===== config.mk =====
export PLATFORM = sky130hd
export DESIGN_NAME = pipelined_adder
export DESIGN_NICKNAME = d
export VERILOG_FILES = /design/src/rtl/pipelined_adder.sv
export SDC_FILE = /design/constraint.sdc
export NUM_CORES = 1
export LEC_CHECK = 0
export CAP_MARGIN = 0
export CORE_ASPECT_RATIO = 1.1
export CORE_MARGIN = 2
export CORE_UTILIZATION = 56
export CTS_CLUSTER_DIAMETER = 60
export DETAILED_ROUTE_END_ITERATION = 7
export PLACE_DENSITY = 0.87
export SETUP_SLACK_MARGIN = 0.2
export SLEW_MARGIN = 20
export SYNTH_ARGS = -nofsm -noshare
export SYNTH_HDL_FRONTEND = slang
export SYNTH_SLANG_ARGS = --single-unit

===== constraint.sdc =====
create_clock -name Clock -period 4.9 [get_ports Clock]
set_clock_uncertainty 0.15 [all_clocks]
set_input_delay 0.98 -clock Clock [delete_from_list [all_inputs] [get_ports Clock]]
set_output_delay 0.98 -clock Clock [all_outputs]
set_load 0.005 [all_outputs]

===== src/rtl/pipelined_adder.sv =====
// Segmented carry-pipelined adder/subtractor: one WIDTH/SEG-bit slice per stage,
// operand and sum slices skewed so each result leaves the last stage intact.
module pipelined_adder #(
  parameter int WIDTH = 8,
  parameter int SEG   = 2
) (
  input  logic             Clock,
  input  logic             Reset,
  input  logic             cg_en,
  input  logic             In_valid,
  input  logic [WIDTH-1:0] A,
  input  logic [WIDTH-1:0] B,
  input  logic             C,
  input  logic             Sub,
  output logic             Out_valid,
  output logic [WIDTH-1:0] Sum,
  output logic             Carry,
  output logic             Overflow
);

  localparam int SW = WIDTH / SEG;

  // Index 0 is the input register; index k (1..SEG) holds the result of stage k.
  logic             valid_q [0:SEG];
  logic             valid_d [0:SEG];
  logic             carry_q [0:SEG];
  logic             carry_d [0:SEG];
  logic [WIDTH-1:0] sum_q   [0:SEG];
  logic [WIDTH-1:0] sum_d   [0:SEG];
  logic [WIDTH-1:0] opa_q   [0:SEG-1];
  logic [WIDTH-1:0] opa_d   [0:SEG-1];
  logic [WIDTH-1:0] opb_q   [0:SEG-1];
  logic [WIDTH-1:0] opb_d   [0:SEG-1];
  logic             ovf_q;
  logic             ovf_d;

  always_comb begin
    valid_d[0] = In_valid;
    carry_d[0] = C;
    sum_d[0]   = '0;
    opa_d[0]   = A;
    opb_d[0]   = Sub ? ~B : B;
  end

  generate
    for (genvar gi = 1; gi <= SEG; gi++) begin : stage_g
      localparam logic [WIDTH-1:0] SLICE_MASK = {{(WIDTH-SW){1'b0}}, {SW{1'b1}}} << ((gi-1)*SW);
      logic [SW:0] slice_sum;

      always_comb begin
        slice_sum  = {1'b0, opa_q[gi-1][(gi-1)*SW +: SW]}
                   + {1'b0, opb_q[gi-1][(gi-1)*SW +: SW]}
                   + {{SW{1'b0}}, carry_q[gi-1]};
        valid_d[gi] = valid_q[gi-1];
        carry_d[gi] = slice_sum[SW];
        sum_d[gi]   = (sum_q[gi-1] & ~SLICE_MASK)
                    | ({{(WIDTH-SW){1'b0}}, slice_sum[SW-1:0]} << ((gi-1)*SW));
      end

      if (gi < SEG) begin : skew_g
        always_comb begin
          opa_d[gi] = opa_q[gi-1];
          opb_d[gi] = opb_q[gi-1];
        end
      end else begin : last_g
        // Carry into the MSB is recovered from the MSB sum bit and its operands.
        always_comb begin
          ovf_d = opa_q[gi-1][WIDTH-1] ^ opb_q[gi-1][WIDTH-1]
                ^ slice_sum[SW-1] ^ slice_sum[SW];
        end
      end
    end
  endgenerate

  always_ff @(posedge Clock or posedge Reset) begin
    if (Reset) begin
      for (int k = 0; k <= SEG; k++) begin
        valid_q[k] <= 1'b0;
        carry_q[k] <= 1'b0;
        sum_q[k]   <= '0;
      end
      for (int k = 0; k < SEG; k++) begin
        opa_q[k] <= '0;
        opb_q[k] <= '0;
      end
      ovf_q <= 1'b0;
    end else if (cg_en) begin
      for (int k = 0; k <= SEG; k++) begin
        valid_q[k] <= valid_d[k];
        // Data only moves with a valid operation, so bubbles leave results in place.
        if (valid_d[k]) begin
          carry_q[k] <= carry_d[k];
          sum_q[k]   <= sum_d[k];
        end
      end
      for (int k = 0; k < SEG; k++) begin
        if (valid_d[k]) begin
          opa_q[k] <= opa_d[k];
          opb_q[k] <= opb_d[k];
        end
      end
      if (valid_d[SEG]) begin
        ovf_q <= ovf_d;
      end
    end
  end

  assign Out_valid = valid_q[SEG];
  assign Sum       = sum_q[SEG];
  assign Carry     = carry_q[SEG];
  assign Overflow  = ovf_q;

endmodule


==> reports/metrics.cfg <==
[status]
status = complete, no violations

[die]
core_area_mm2 = 0.00336
ios = 33
start_util = 0.589
rows = 22
die_w_um = 60.7
die_y_um = 66.4
die_area_mm2 = 0.00403

[layout]
fillerInstances = 259
seqCellArea_mm2 = 0.00108
layout.cells.non_filler = 237
layout-area-overhead-vs-synth_pct = 20.6
final_net_count = 221
final_layout_size_suffix_gt1_frac = 0.185
multiInputGateArea_um2 = 815
antenna-diode-count = 0

[global_route]
grt.overflow.total = 0
grt_util_all_layers = 0.203
grt_pass1_vias = 1379
grt_pass1_wl_um = 5870
antenna_found_initial = 0
grt_max_degree = 44

[critical_path]
worstPathArrival_ns = 1.22
slowest_stage = clkdlybuf4s50_1
cp_num_buf_inv = 1
crit_type = flip-flop to output pin
critPathTopFamily = buffers and inverters
r2r.worst_path.cells = 7
start_kind = flip-flop
required_ns = 3.77
crit_path_cell_trace = clkdlybuf4s50_1
r2r-start = opa_q[4]
crit_path_end_kind = output pin
reg2reg_slack_ns = 2.94
slowest_delay_ns = 0.51
r2r_end = Overflow
path_max_fanout = 2

[synthesis]
async_flop_share = 1.00
ys_ff_latch = 43
synth_top_area_cell = dfrtp_1
synth.distinct_cells = 20
syn-cell-area_mm2 = 0.00198
synth_top_area_frac = 0.544
synth-edff-count = 0
synth_ff_type = dfrtp_1
synth.area.top_cells = dfrtp_1 (54%), mux2_2 (10%), o21ai_0 (4.6%)
synthMostInstantiatedCell = dfrtp_1
synthTopCellsByCount = dfrtp_1 (43), mux2_2 (18), o21ai_0 (18)
syn-num-nets = 187
synth_warnings = 0
yosysSeqAreaShare = 0.544
synthCells = 155
syn_avg_cell_area_um2 = 12.8

[pwr]
pwr-share-comb = 0.333
powerDensity_mw_per_mm2 = 454
pwr-share-seq = 0.474
switching_share = 0.287
p_total_mw = 1.08
clockPowerShare = 0.193
p_leak_nw = 1.10
peakVddDrop_v = 0.000222
internal-power_mw = 0.774
p_sw_mw = 0.311

[clock_tree]
holdBufCountCts = 0
cts_made_buffers = 5
clk_latency_ns = 0.34
postCtsSetupBuffers = 0
root_buffer = clkbuf_4
path_clk_slew_ns = 0.12
cts.sink_count = 43
cts-resized-gates = 0
max-clock-path-buffers = 2
cts_tree = yes
ctsHtreeMaxLevel = 2

[detailed_routing]
dr.pass1.iters = 4
ant_nets = 0
wl_per_cell_um = 13.7
first_iter_violations = 36
drc = 0
wirelength_um = 3250
via_count = 1223
drt-vias-per-instance = 5.16

[sta]
maxSlewViolCount = 0
fin_crit_ns = 2.35
fin_crit_sh = 0.481
setup_viol = 0
relSlewSlack = 0.653
final_hold_viol_count = 0
worst_pin_slew_ns = 0.521
setup_tns_ns = 0
rsz0062_at_grt = false
max_freq_mhz = 425

[worst_hold_path]
worstHoldPathType = flip-flop to flip-flop
min_from = opb_d[7]
hold_path_end = opb_d[7]
holdPathStages = 2

[place]
placed_cells = 230
hpwl_um = 2550
gp_congestion = 0.713
io_buffers = 32

[run]
cap_violations = 0

[power groups by stage]
stage | combinational (mW) | sequential (mW) | clock (mW)
finish | 0.361 | 0.514 | 0.209
global route | 0.404 | 0.529 | 0.228
CTS | 0.365 | 0.517 | 0.214
detailed placement | 0.364 | 0.525 | 0
global placement | 0.335 | 0.513 | 0
floorplan | 0.214 | 0.510 | 0
[state kept, by name, summed over array words and instances, names as in the netlist, 2 cells and up]
register	cells
Sum	8
carry_q	2
opa_d	8
opa_q	4
opb_d	8
opb_q	4
sum_q	4
valid_d	2
[metrics by stage]
| step | instance area (um2) | hold WS (ns) | util | worst slack, ns |
|---|---|---|---|---|
| after global routing | 2390 | 0.389 | 0.711 | 2.48 |
| after detailed placement | 2320 | 0.319 | 0.690 | 2.31 |
| after global placement | 2320 | 0.311 | 0.690 | 2.34 |
| final | 2390 | 0.343 | 0.711 | 2.55 |
| after floorplan | 1980 | 0.295 | - | 2.77 |
| after CTS | 2390 | 0.346 | 0.711 | 2.51 |
[cells by family (layout without fill, tap and decap cells)]
family,Yosys count,after routing,share of synthesized area
flip-flops,43,43,0.544
XOR/XNOR,13,13,0.0575
AO/OA/AOI/OAI,26,26,0.0702
buffers and inverters,16,50,0.0449
multiplexers,24,24,0.148
adder cells (fa/ha/maj),10,10,0.0784
AND/OR/NAND/NOR,23,23,0.0575
[worst max path at each step]
stage | startpoint | endpoint | slack, ns | cells past startpoint
finish | Sum[2] | Sum[2] | 2.55 | 1
global route | Carry | Carry | 2.48 | 1
CTS | Sum[2] | Sum[2] | 2.51 | 1
detailed placement | cg_en | opa_d[0] | 2.31 | 3
global placement | cg_en | opa_d[0] | 2.34 | 3
floorplan | Reset | Carry | 2.77 | 1
[per-layer routing]
metal / vias to the layer above / track usage / part of all wire
li1: 580 / - / -
met1: 594 / 0.227 / 0.40
met2: 38 / 0.337 / 0.52
met3: 11 / 0.0607 / 0.048
met4: 0 / 0.111 / 0.032
met5: - / 0 / 0
[final cells by class]
cell class                 instances  area share
clock inverter                     1      0.0126
multi-input combinational         96       0.341
timing repair buffer              33       0.137
sequential                        43       0.451
inverter                          10      0.0157
clock buffer                       6      0.0173
tap                               48      0.0252
[cells in the final DEF (no fill, tap or decap), types with 5 or more instances in the layout]
cell	Yosys	routed
xor2_1	6	6
a21oi_1	5	5
clkdlybuf4s50_1	0	32
inv_1	10	10
mux2_2	18	18
nand2_1	14	14
xnor2_1	7	7
dfrtp_1	43	43
ha_1	6	6
clkbuf_4	0	5
mux2_4	6	6
o21ai_0	18	18
[worst register-to-register path, cell delays in order (launching register included)]
cell and delay (ns):
dfrtp_1 0.40, fa_1 0.22, inv_1 0.06, fa_1 0.39, nand2b_1 0.17, a21oi_1 0.21, xor2_1 0.17, o21ai_0 0.09
Note: power is estimated with default switching activity, not from simulation.
